===== config.mk =====
export PLATFORM = sky130hd
export DESIGN_NAME = hue_sweep_gen
export DESIGN_NICKNAME = d
export VERILOG_FILES = /design/src/rtl/hue_sweep_gen.sv
export SDC_FILE = /design/constraint.sdc
export NUM_CORES = 1
export LEC_CHECK = 0
export CAP_MARGIN = 20
export CELL_PAD_IN_SITES_DETAIL_PLACEMENT = 1
export CELL_PAD_IN_SITES_GLOBAL_PLACEMENT = 2
export CORE_AREA = 5 5 92 94
export CTS_BUF_LIST = sky130_fd_sc_hd__clkbuf_8
export CTS_CLUSTER_DIAMETER = 120
export DETAILED_ROUTE_END_ITERATION = 8
export DIE_AREA = 0 0 97 99
export GPL_ROUTABILITY_DRIVEN = 0
export HOLD_SLACK_MARGIN = 0.06
export MAX_ROUTING_LAYER = met4
export PLACE_DENSITY_LB_ADDON = 0.1
export SKIP_LAST_GASP = 1
export SLEW_MARGIN = 20
export SYNTH_ARGS = -nofsm -noshare
export SYNTH_HDL_FRONTEND = slang
export SYNTH_SLANG_ARGS = --single-unit

===== constraint.sdc =====
create_clock -name clk -period 4.95 [get_ports clk]
set_input_delay 0.99 -clock clk [delete_from_list [all_inputs] [get_ports clk]]
set_output_delay 0.99 -clock clk [all_outputs]
set_load 0.02 [all_outputs]

===== src/rtl/hue_sweep_gen.sv =====
// hue_sweep_gen: prescaled 8-bit hue sweeper with wrap, bounce and hold modes
module hue_sweep_gen #(
  parameter int TICK_DIV = 1_000_000,
  parameter int HUE_MAX  = 255
) (
  input  logic       clk,
  input  logic       rst_n,
  input  logic       en,
  input  logic [1:0] mode,
  input  logic [3:0] step,
  input  logic       load,
  input  logic [7:0] load_hue,
  output logic [7:0] h,
  output logic       h_valid,
  output logic       dir,
  output logic       wrap_pulse
);
  localparam int CW = TICK_DIV > 1 ? $clog2(TICK_DIV) : 1;
  localparam logic [CW-1:0] LAST = CW'(TICK_DIV - 1);
  localparam logic [8:0] HMAX = 9'(HUE_MAX);
  logic [CW-1:0] cnt;
  logic          tick;
  logic [8:0]    h9, s9, up;
  logic [7:0]    nh;
  logic          nd, nw;
  assign tick = en && cnt == LAST;
  assign h9   = {1'b0, h};
  assign s9   = {5'b0, step};
  assign up   = h9 + s9;
  // Bounce tests run in 9 bits so h+step never overflows before the compare
  always_comb begin
    nh = h;
    nd = dir;
    nw = 1'b0;
    if (mode == 2'b01) begin
      nh = up[7:0];
      nd = 1'b1;
      nw = up[8];
    end else if (mode == 2'b10) begin
      if (h9 > HMAX || (dir && up >= HMAX)) begin
        nh = HMAX[7:0];
        nd = 1'b0;
        nw = 1'b1;
      end else if (dir) nh = up[7:0];
      else if (h9 <= s9) begin
        nh = 8'd0;
        nd = 1'b1;
        nw = 1'b1;
      end else nh = 8'(h9 - s9);
    end
  end
  always_ff @(posedge clk or negedge rst_n) begin
    if (!rst_n) begin
      cnt        <= '0;
      h          <= 8'd0;
      dir        <= 1'b1;
      h_valid    <= 1'b0;
      wrap_pulse <= 1'b0;
    end else if (load) begin
      cnt        <= '0;
      h          <= load_hue;
      h_valid    <= 1'b1;
      wrap_pulse <= 1'b0;
    end else begin
      h_valid    <= 1'b0;
      wrap_pulse <= 1'b0;
      if (en) cnt <= tick ? '0 : cnt + CW'(1);
      if (tick) begin
        h          <= nh;
        dir        <= nd;
        h_valid    <= nh != h;
        wrap_pulse <= nw;
      end
    end
  end
endmodule

==> summary.txt, run 1 <==
Logic synthesis
  – Unique masters post-synth: 69
  – Ys Warns: 0
  – Seq/Total Area, Yosys: 28.0%
  – Post-synth EDFFs: 0
  – Synth area leaders: dfrtp_1 27%, nor2_1 5.8%, a21oi_1 5.1%
  – Syn Nets: 385
  – Post-Synthesis Cells: 354
  – Main synth FF type: dfrtp_1
  – Flip-flop and latch count after synthesis: 31
  – Post-Syn Area: about 2800 µm²
  – Async SR Flop Fraction: 100%
  – Share of the synthesized area in the top cell type: 27.1%
  – Synth area leader: dfrtp_1
  – Mean Syn Cell Area: around 8 µm²

Power
  – Cell Pwr Density: approximately 240 nW/µm²
  – VDD IR max: 0.000120 V
  – Lkg Pwr: 1.30 nW
  – Power Total: just under 0.8 mW

Clock tree
  – # Post-CTS Setup Buffers: 0
  – CTS buffer count: 5
  – CTS H-tree depth: 2
  – CTS tree: built
  – Root buf cell: clkbuf_8
  – PostCTS Resize Cnt: 0
  – Worst-path clk slew: 70 ps
  – Sink Count: 31
  – Hold_buf cts: 0
  – CTS Buffer Depth: 2
  – Worst skew pair latency: roughly 280 ps

Global routing
  – GRT overflow: 0
  – First-pass GRT wire length: 14.9 mm
  – Largest net degree at the start of global routing: 32
  – Initial antenna violation count: 0
  – Total track usage: a little under 20%
  – Vias in the first global route: 2778

Detailed routing
  – DR top layer: met4
  – DRT iter0 DRCs: ~220
  – Vias/cell: 5.77
  – Metal2 WL: approximately 4.0 mm
  – Initial DRT Pass Iterations: 4
  – Met3 routed WL: 655 µm
  – Total routed wirelength: 9.24 mm
  – Vias: 2758
  – Met1 wire length: 4.55 mm
  – DR WL/cell: 19.3 µm
  – Antenna-violating nets left: 0
  – Drt drc: 0

Floorplan
  – Area of the die: 9600 µm²
  – Initial Util: 36.6%
  – Width of the die: 97 µm
  – Die H: 99 µm
  – Row cnt: 32
  – Core Area: ~7600 µm²
  – Top Ports: 29

Min path
  – Hold depth: 2
  – Min-Delay Path Class: reg -> reg

Finish
  – Commonest non-fill, non-tap cell in the layout: nor2_1
  – Share of layout cells above drive strength 1: 8.24%
  – Most frequent cells in the layout: 43 x nor2_1, 32 x nand2_1, 30 x dfrtp_1
  – Area growth syn-to-layout: 16.8%
  – Post-layout utilization of the core: 42.8%
  – Inserted Diodes: 0
  – Nets: between 400 and 500

Setup path
  – CP cell instances: clkdlybuf4s50_1, ha_1, fa_1, nor2b_1, o211a_4, o21ai_1, a221o_1, a21oi_1, nor4_1, a41oi_2
  – CP max stage delay: just under 500 ps
  – Family with the most delay on the worst path: compound AO/OA/AOI/OAI gates
  – Cells on worst reg2reg path: 11
  – Crit path DAT: 3780 ps
  – CP max-delay cell: fa_1
  – Critical path depth in cells: 10
  – CP endpoint kind: register
  – Buf/Inv on CP: 1
  – Critical Path RT: 5090 ps
  – CP max FO: 6
  – Type of the worst setup path: in -> reg
  – Crit path launch type: input port

STA
  – Final min period: about 3600 ps
  – Worst slew margin: around half
  – Setup Total Neg Slack: 0 ps
  – Slew @ Worst Pin: slightly above 700 ps
  – Fin. max-slew vios: 0
  – Setup Skew: 9.66 ps
  – Final Hold Viols: 0
  – Setup violations, final: 0
  – FMAX: 275 MHz
  – RSZ-0062 raised after global routing: no
  – Final period util: 73.4%

Job
  – # Max-Cap Violations: 0

Placed design
  – Port bufs: 28
  – Final HPWL DP: 6.91 mm

Run status
  – Status: finished, final reports clean
flip-flops by register name, summed over array words and instances, names as in the netlist:
name        count
dir             1
cnt            20
h_valid         1
wrap_pulse      1
h               8
path summary, 6_finish.rpt:
kind,slack (ps),end,startpoint
hold / removal,560,cnt[17],cnt[17]
hold reg to reg,560,cnt[17],cnt[17]
max in group asynchronous,3490,dir,rst_n
min in group asynchronous,1120,h[0],rst_n
setup / recovery,1320,h_valid,step[0]
setup reg to reg,2000,h_valid,h[0]
Yosys cell counts, types with 3 or more instances:
cell type  number
xnor2_1         6
ha_1           11
dfrtp_1        30
buf_2           7
nand2b_1        6
o22ai_1         3
mux2_2          3
or3_1           3
nor2b_1         8
and3_1          5
clkbuf_1       10
nor2_1         43
nand2_1        32
nand3_1         8
xor2_1         13
nand4_1         9
and2_1          5
a21oi_1        28
nor3_1         10
o21ai_1         3
or2_2           4
o21ai_0        28
inv_1          12
nor4_1          7
a21o_1          5
metal layers:
| layer | GRT usage [%] | vias up |
|---|---|---|
| met3 | 5.17 | 10 |
| met4 | 3.35 | 0 |
| met2 | 27.9 | 93 |
| met1 | 28.6 | 1317 |
| li1 | - | 1338 |
| met5 | - | - |
power by group:
part | leakage [nW] | switching [mW] | internal, mW
clock | 0.0581 | 0.104 | 0.150
combinational | 0.837 | 0.139 | 0.0966
sequential | 0.410 | 0.0248 | 0.261
tightest hold or removal path: stages (launching register included):
cell     delay (ps)
dfrtp_1         390
o21ai_0          70
a21oi_1          60
final cells by class:
type                       instances  area, µm²
tap                              102        128
sequential                        31        777
clock buffer                       5       68.8
inverter                          12       45.0
clock inverter                     3       43.8
fill                             942       4330
timing repair buffer              32        310
multi-input combinational        293       1870
through the flow:
stage | cell area (µm²) | hold slack [ps] | worst slack [ps] | instances
6_report | 3240 | 563 | 1320 | 478
5_1_grt | 3240 | 598 | 1090 | 478
4_1_cts | 3240 | 570 | 1340 | 478
3_5_place_dp | 3130 | 554 | 1030 | 470
3_3_place_gp | 3130 | 539 | 1090 | 470
2_1_floorplan | 2770 | 518 | 1900 | 354
cells by family after synthesis:
| family | count (synthesis) | share of synthesized area [%] |
|---|---|---|
| AOI/OAI and AO/OA | 102 | 24.3 |
| DFF | 31 | 28.0 |
| xor gates and xnor gates | 19 | 6.00 |
| adders and majority gates | 13 | 6.41 |
| muxes | 5 | 1.99 |
| buffers and inverters | 30 | 4.65 |
| and+or+nand+nor | 154 | 28.6 |
Note: power is estimated with default switching activity, not from simulation.
==> run 2, diff against run 1 <==
--- a/config.mk
+++ b/config.mk
@@ -8,11 +8,11 @@
 export CAP_MARGIN = 20
 export CELL_PAD_IN_SITES_DETAIL_PLACEMENT = 1
 export CELL_PAD_IN_SITES_GLOBAL_PLACEMENT = 2
-export CORE_AREA = 5 5 92 94
+export CORE_AREA = 5 5 101 103
 export CTS_BUF_LIST = sky130_fd_sc_hd__clkbuf_8
 export CTS_CLUSTER_DIAMETER = 120
 export DETAILED_ROUTE_END_ITERATION = 8
-export DIE_AREA = 0 0 97 99
+export DIE_AREA = 0 0 106 108
 export GPL_ROUTABILITY_DRIVEN = 0
 export HOLD_SLACK_MARGIN = 0.06
 export MAX_ROUTING_LAYER = met4
==> constraint.sdc (replaced) <==
create_clock -name clk -period 2.93 [get_ports clk]
set_input_delay 0.586 -clock clk [delete_from_list [all_inputs] [get_ports clk]]
set_output_delay 0.586 -clock clk [all_outputs]
set_load 0.02 [all_outputs]
==> run 2 against run 1 <==
Clock power increased by 80%. Power increased by 97%. Worst setup slack got worse by 1100 ps. Non-clock buffer count increased by 77. Combinational power increased to 2.5 times the previous value. Flip-flop and latch count unchanged. Via count increased by 11%. Worst hold slack improved by 6.3 ps. Critical path type unchanged. Highest routed layer unchanged.
==> summary.txt, run 2 (synthesized netlist as in run 1, its figures left out) <==
Power
  – VDD IR max: 0.000199 V (was 0.000120 V)
  – Part of the power in the clock network: 29.8% (was 32.7%)
  – Cell Pwr Density: 384 nW/µm² (was 239 nW/µm²)
  – Internal: 1.02 mW (was 0.508 mW)
  – Sequential Power Share: 30.9% (was 36.9%)
  – Power Total: 1.53 mW (was 0.776 mW)
  – P_sw: 0.512 mW (was 0.268 mW)
  – Comb power frac: 39.2% (was 30.4%)
  – Sw frac: 33.5% (was 34.5%)
  – Lkg Pwr: 1.74 nW (was 1.30 nW)

Setup path
  – CP max FO: 6 (unchanged)
  – Cells on worst reg2reg path: 11 (unchanged)
  – Cell repeated most along the worst path: buf_4
  – R2R Path Start: h[0] (unchanged)
  – Worst R2R End: h[6] (was h_valid)
  – CP cell instances: clkdlybuf4s50_1, inv_1, ha_4, nor2b_1, buf_4, a21oi_4, xnor2_1, nand4_1, buf_4, nor3_1, and4bb_1, a41oi_2 (was clkdlybuf4s50_1, ha_1, fa_1, nor2b_1, o211a_4, o21ai_1, a221o_1, a21oi_1, nor4_1, a41oi_2)
  – CP max stage delay: 480 ps (was 490 ps)
  – Critical Path RT: 3140 ps (was 5090 ps)
  – CP endpoint kind: register (unchanged)
  – Crit path launch type: input port (unchanged)
  – Type of the worst setup path: in -> reg (unchanged)
  – CP max-delay cell: clkdlybuf4s50_1 (was fa_1)
  – Crit path DAT: 2960 ps (was 3780 ps)
  – FF-to-FF setup slack: 210 ps (was 2000 ps)

Global routing
  – Largest net degree at the start of global routing: 32 (unchanged)
  – Total track usage: 20.1% (was 19.7%)
  – First-pass GRT wire length: 17.5 mm (was 14.9 mm)
  – Vias in the first global route: 3253 (was 2778)
  – Initial antenna violation count: 0 (unchanged)
  – GRT overflow: 0 (unchanged)

Finish
  – Nets: 483 (was 406)
  – Area growth syn-to-layout: 43.5% (was 16.8%)
  – Max reg flops: 20 (unchanged)
  – Commonest non-fill, non-tap cell in the layout: buf_4 (was nor2_1)
  – Largest regs: cnt: 20 flops, h: 8 flops (unchanged)
  – Inserted Diodes: 0 (unchanged)
  – Final instance area: 3980 µm² (was 3240 µm²)
  – Share of layout cells above drive strength 1: 28.0% (was 8.24%)
  – Post-layout utilization of the core: 43.7% (was 42.8%)
  – Final Non-Filler Cells: 564 (was 478)
  – Largest register by flop count: cnt (unchanged)
  – Most frequent cells in the layout: 78 x buf_4, 43 x nor2_1, 32 x nand2_1 (was 43 x nor2_1, 32 x nand2_1, 30 x dfrtp_1)

Placed design
  – Port bufs: 28 (unchanged)
  – Total placed cells including tap cells: 554 (was 470)
  – Dpl cell area: 3740 µm² (was 3130 µm²)
  – Final HPWL DP: 8.49 mm (was 6.91 mm)
  – Placement Setup Slack: -393 ps (was 1030 ps)

Floorplan
  – Initial Util: 30.4% (was 36.6%)
  – Die H: 108 µm (was 99 µm)
  – Row cnt: 35 (was 32)
  – Top Ports: 29 (unchanged)
  – Width of the die: 106 µm (was 97 µm)
  – Core Area: 9110 µm² (was 7570 µm²)
  – Area of the die: 11400 µm² (was 9600 µm²)

Detailed routing
  – DR WL/cell: 19.3 µm (about the same)
  – Vias/cell: 5.43 (was 5.77)
  – Antenna-violating nets left: 0 (unchanged)
  – Vias: 3061 (was 2758)
  – Initial DRT Pass Iterations: 4 (unchanged)
  – Total routed wirelength: 10.9 mm (was 9.24 mm)
  – Drt drc: 0 (unchanged)
  – DRT iter0 DRCs: 135 (was 218)

Clock tree
  – CTS buffer count: 5 (unchanged)
  – Root buf cell: clkbuf_8 (unchanged)
  – CTS tree: built (unchanged)
  – Worst-path clk slew: 80 ps (was 70 ps)
  – CTS H-tree depth: 2 (unchanged)
  – Sink Count: 31 (unchanged)
  – Hold_buf cts: 0 (unchanged)
  – CTS Buffer Depth: 2 (unchanged)
  – Worst skew pair latency: 290 ps (was 280 ps)

Min path
  – Min-Delay Startpoint: cnt[4] (was cnt[17])
  – Hold Path Sink: cnt[4] (was cnt[17])
  – Min-Delay Path Class: reg -> reg (unchanged)
  – Hold depth: 2 (unchanged)

STA
  – FMAX: 364 MHz
  – Final Hold Viols: 0 (unchanged)
  – Final min period: 2740 ps
  – Fin. max-slew vios: 0 (unchanged)
  – Final period util: 93.7%
  – RSZ-0062 raised after global routing: no (unchanged)
  – Setup Skew: 9.69 ps (was 9.66 ps)
  – Setup violations, final: 0 (unchanged)
  – Setup ws final: 186 ps (was 1320 ps)
  – Setup Total Neg Slack: 0 ps (unchanged)
  – Worst slew margin: 68.5% (was 52.0%)
  – Worst hold margin: 570 ps (was 563 ps)
  – Slew @ Worst Pin: 468 ps (was 718 ps)

Run status
  – Status: finished, final reports clean (unchanged)

Job
  – # Max-Cap Violations: 0 (unchanged)
-- run 2: cell types whose count changed in the layout (fill, tap and decap cells not counted), moves of 2 or more --
cell	previous run	this run
buf_12	0	3
buf_4	4	78
clkdlybuf4s50_1	28	25
dlymetal6s2s_1	0	3
fa_1	2	0
fa_2	0	2
ha_1	11	7
ha_2	0	2
ha_4	0	2
nor2b_1	8	5
nor2b_2	0	3
-- run 2: layout make-up --
class | count | area (µm²)
clock buffers | 6 | 82.6
fillers | 1143 | 5130
clock inverters | 2 | 35.0
repair buffers | 109 | 933
flip-flops and latches | 31 | 777
well taps | 111 | 139
multi-input cells | 293 | 1970
inverters | 12 | 45.0
-- run 2: how the worst max path moves through the flow --
| stage | start | to | slack (ps) |
|---|---|---|---|
| global placement | step[1] | h_valid | -360 |
| global route | h[0] | h[6] | 30 |
| detailed placement | step[1] | h_valid | -390 |
| floorplan | step[0] | h_valid | 280 |
| finish | step[3] | h_valid | 190 |
| CTS | step[2] | h_valid | -20 |
-- run 2: repair_timing --
action,CTS,global route
gates resized for setup,7,21
pin swaps,1,8
gates cloned,0,0
endpoints found under the setup margin,2,10
setup buffers,0,2
-- run 2: per-layer routing --
| layer | GRT usage, % | share of wire (%) | up-vias |
|---|---|---|---|
| met5 | - | 0 | - |
| met4 | 2.78 | 0.50 | 0 |
| met3 | 3.10 | 4.7 | 4 |
| met2 | 31.1 | 44 | 63 |
| met1 | 28.6 | 51 | 1512 |
| li1 | - | - | 1482 |
-- run 2: power by group through the flow --
stage / combinational, mW / sequential, mW / clock [mW]
2_1_floorplan: 0.255 / 0.483 / 0
3_3_place_gp: 0.551 / 0.477 / 0
3_5_place_dp: 0.554 / 0.477 / 0
4_1_cts: 0.571 / 0.469 / 0.477
5_1_grt: 0.651 / 0.473 / 0.487
6_report: 0.599 / 0.473 / 0.456
-- run 2: critical path, delay by kind of cell --
| kind | cells | cell delay (ps) |
|---|---|---|
| compound gates | 2 | 320 |
| xor+xnor | 1 | 160 |
| fa+ha+maj | 1 | 270 |
| buf+inv | 4 | 880 |
| simple gates | 4 | 730 |
==> run 3, diff against run 2 <==
--- a/config.mk
+++ b/config.mk
@@ -8,17 +8,17 @@
 export CAP_MARGIN = 20
 export CELL_PAD_IN_SITES_DETAIL_PLACEMENT = 1
 export CELL_PAD_IN_SITES_GLOBAL_PLACEMENT = 2
-export CORE_AREA = 5 5 101 103
+export CORE_AREA = 5 5 96 98
 export CTS_BUF_LIST = sky130_fd_sc_hd__clkbuf_8
-export CTS_CLUSTER_DIAMETER = 120
+export CTS_CLUSTER_DIAMETER = 80
 export DETAILED_ROUTE_END_ITERATION = 8
-export DIE_AREA = 0 0 106 108
+export DIE_AREA = 0 0 101 103
+export DONT_BUFFER_PORTS = 1
 export GPL_ROUTABILITY_DRIVEN = 0
 export HOLD_SLACK_MARGIN = 0.06
 export MAX_ROUTING_LAYER = met4
 export PLACE_DENSITY_LB_ADDON = 0.1
 export SKIP_LAST_GASP = 1
-export SLEW_MARGIN = 20
 export SYNTH_ARGS = -nofsm -noshare
 export SYNTH_HDL_FRONTEND = slang
 export SYNTH_SLANG_ARGS = --single-unit
==> run 3 against run 2 <==
Sequential power hardly changed. Via count decreased by 9.9%. Maximum frequency down 1.1%. Combinational power down 32%. Largest power group is now registers.
==> summary.txt, run 3 (synthesized netlist as in run 1, its figures left out) <==
Floorplan
  – Initial Util: 33.1% (was 30.4%)
  – Die H: 103 µm (was 108 µm)
  – Top Ports: 29 (unchanged)
  – Core Area: 8380 µm² (was 9110 µm²)
  – Area of the die: 10400 µm² (was 11400 µm²)
  – Width of the die: 101 µm (was 106 µm)
  – Row cnt: 34 (was 35)

Global routing
  – Largest net degree at the start of global routing: 31 (was 32)
  – Total track usage: 20.8% (was 20.1%)
  – Vias in the first global route: 2974 (was 3253)
  – First-pass GRT wire length: 16.1 mm (was 17.5 mm)
  – Initial antenna violation count: 0 (unchanged)
  – GRT overflow: 0 (unchanged)

Clock tree
  – CTS tree: built (unchanged)
  – CTS buffer count: 5 (unchanged)
  – # Post-CTS Setup Buffers: 0 (unchanged)
  – Sink Count: 31 (unchanged)
  – CTS Buffer Depth: 2 (unchanged)
  – Root buf cell: clkbuf_8 (unchanged)
  – CTS H-tree depth: 2 (unchanged)
  – Worst-path clk slew: 70 ps (was 80 ps)
  – Worst skew pair latency: 290 ps (about the same)

Finish
  – Final instance area: 3150 µm² (was 3980 µm²)
  – Multi-input logic area: 1870 µm² (was 1970 µm²)
  – Nets: 405 (was 483)
  – Largest regs: cnt: 20 flops, h: 8 flops (unchanged)
  – Share of layout cells above drive strength 1: 14.9% (was 28.0%)
  – Largest register by flop count: cnt (unchanged)
  – Final Non-Filler Cells: 483 (was 564)
  – Area growth syn-to-layout: 13.6% (was 43.5%)
  – Most frequent cells in the layout: 43 x nor2_1, 32 x nand2_1, 30 x dfrtp_1, 30 x buf_4 (was 78 x buf_4, 43 x nor2_1, 32 x nand2_1)
  – Max reg flops: 20 (unchanged)
  – Commonest non-fill, non-tap cell in the layout: nor2_1 (was buf_4)
  – FF/Latch Area: 777 µm² (unchanged)
  – Inserted Diodes: 0 (unchanged)
  – FILL cells: 1022 (was 1143)

Power
  – P_sw: 0.447 mW (was 0.512 mW)
  – Part of the power in the clock network: 27.5% (was 29.8%)
  – Sequential Power Share: 38.9% (was 30.9%)
  – Power Total: 1.21 mW (was 1.53 mW)
  – Sw frac: 37.0% (was 33.5%)
  – Internal: 0.763 mW (was 1.02 mW)
  – VDD IR max: 0.000199 V (about the same)
  – Lkg Pwr: 1.32 nW (was 1.74 nW)
  – Comb power frac: 33.7% (was 39.2%)
  – Cell Pwr Density: 384 nW/µm² (about the same)

Detailed routing
  – DR WL/cell: 20.8 µm (was 19.3 µm)
  – Vias/cell: 5.71 (was 5.43)
  – Antenna-violating nets left: 0 (unchanged)
  – Total routed wirelength: 10.0 mm (was 10.9 mm)
  – Initial DRT Pass Iterations: 4 (unchanged)
  – Drt drc: 0 (unchanged)
  – DRT iter0 DRCs: 111 (was 135)
  – Vias: 2757 (was 3061)

STA
  – Final min period: 2770 ps (was 2740 ps)
  – RSZ-0062 raised after global routing: no (unchanged)
  – Final period util: 94.6% (was 93.7%)
  – Slew @ Worst Pin: 665 ps (was 468 ps)
  – Setup Skew: 8.05 ps (was 9.69 ps)
  – Final Hold Viols: 0 (unchanged)
  – FMAX: 361 MHz (was 364 MHz)
  – Setup Total Neg Slack: 0 ps (unchanged)
  – Fin. max-slew vios: 0 (unchanged)
  – Setup violations, final: 0 (unchanged)
  – Worst slew margin: 55.6% (was 68.5%)

Run status
  – Status: finished, final reports clean (unchanged)

Setup path
  – Buf/Inv on CP: 3 (was 4)
  – CP max-delay cell: a211oi_1 (was clkdlybuf4s50_1)
  – Cell repeated most along the worst path: inv_1 (was buf_4)
  – CP cell instances: inv_1, ha_1, inv_1, fa_1, buf_4, a21o_1, a211oi_1, or2_2, nand3_1, nor3_1, and4bb_1, a41oi_2 (was clkdlybuf4s50_1, inv_1, ha_4, nor2b_1, buf_4, a21oi_4, xnor2_1, nand4_1, buf_4, nor3_1, and4bb_1, a41oi_2)
  – Type of the worst setup path: reg -> reg (was in -> reg)
  – Family with the most delay on the worst path: compound AO/OA/AOI/OAI gates (was buffers and inverters)
  – Critical Path RT: 3140 ps (about the same)
  – CP max stage delay: 460 ps (was 480 ps)
  – CP endpoint kind: register (unchanged)
  – Crit path DAT: 2990 ps (was 2960 ps)
  – CP max FO: 3 (was 6)
  – Crit path launch type: register (was input port)

Placed design
  – Total placed cells including tap cells: 474 (was 554)
  – Final HPWL DP: 7.83 mm (was 8.49 mm)
  – Port bufs: 0 (was 28)
  – Dpl cell area: 3050 µm² (was 3740 µm²)

Min path
  – Min-Delay Path Class: in -> async (was reg -> reg)

Job
  – # Max-Cap Violations: 0 (unchanged)
==> run 3: final timing paths <==
check / from / slack, ps / to / cells after the start
setup reg to reg: h[0] / 160 / h_valid / 12
max in group asynchronous: rst_n / 2620 / cnt[16] / 1
setup / recovery: h[0] / 160 / h_valid / 12
min in group clk: load / 360 / cnt[0] / 1
hold reg to reg: cnt[4] / 570 / cnt[4] / 2
hold / removal: rst_n / 120 / h[4] / 1
==> run 3: worst reg2reg max path, stage by stage, from the launching register on <==
cell and delay (ps):
dfrtp_1 420, inv_1 100, ha_1 170, inv_1 60, fa_1 380, buf_4 160, a21o_1 170, a211oi_1 460
or2_2 220, nand3_1 70, nor3_1 150, and4bb_1 210, a41oi_2 120
==> run 3: repair_timing <==
action                    in CTS  in global routing
hold endpoints to repair      30                  0
gates resized for setup        0                  0
hold buffers                   1                  0
==> run 3: final cells by class <==
class                      count  share of cell area, %
timing repair buffer          31                   7.78
clock inverter                 3                  0.397
clock buffer                   5                   2.18
multi-input combinational    293                   59.3
sequential                    31                   24.7
tap                          108                   4.29
inverter                      12                   1.43
==> run 3: power groups by stage <==
stage / Clock [mW] / Combinational (mW) / Sequential, mW
2_1_floorplan: 0 / 0.255 / 0.483
3_3_place_gp: 0 / 0.394 / 0.478
3_5_place_dp: 0 / 0.393 / 0.479
4_1_cts: 0.354 / 0.408 / 0.471
5_1_grt: 0.379 / 0.447 / 0.473
6_report: 0.332 / 0.408 / 0.470
==> run 3: metrics by stage <==
step / hold slack (ps) / setup slack, ps / utilization [%]
2_1_floorplan: 290 / 283 / -
3_3_place_gp: 291 / 60.7 / 36.4
3_5_place_dp: 291 / 17.8 / 36.4
4_1_cts: 118 / 197 / 37.6
5_1_grt: 117 / 2.74 / 37.6
6_report: 120 / 157 / 37.6
==> run 3: layer usage <==
layer  up-vias  GRT usage (%)  routed length, µm
li1       1321              -                  -
met1      1339           23.5               4070
met2        69           36.3               5220
met3        28           3.11                401
met4         0           9.41                346
met5         -              -                  0
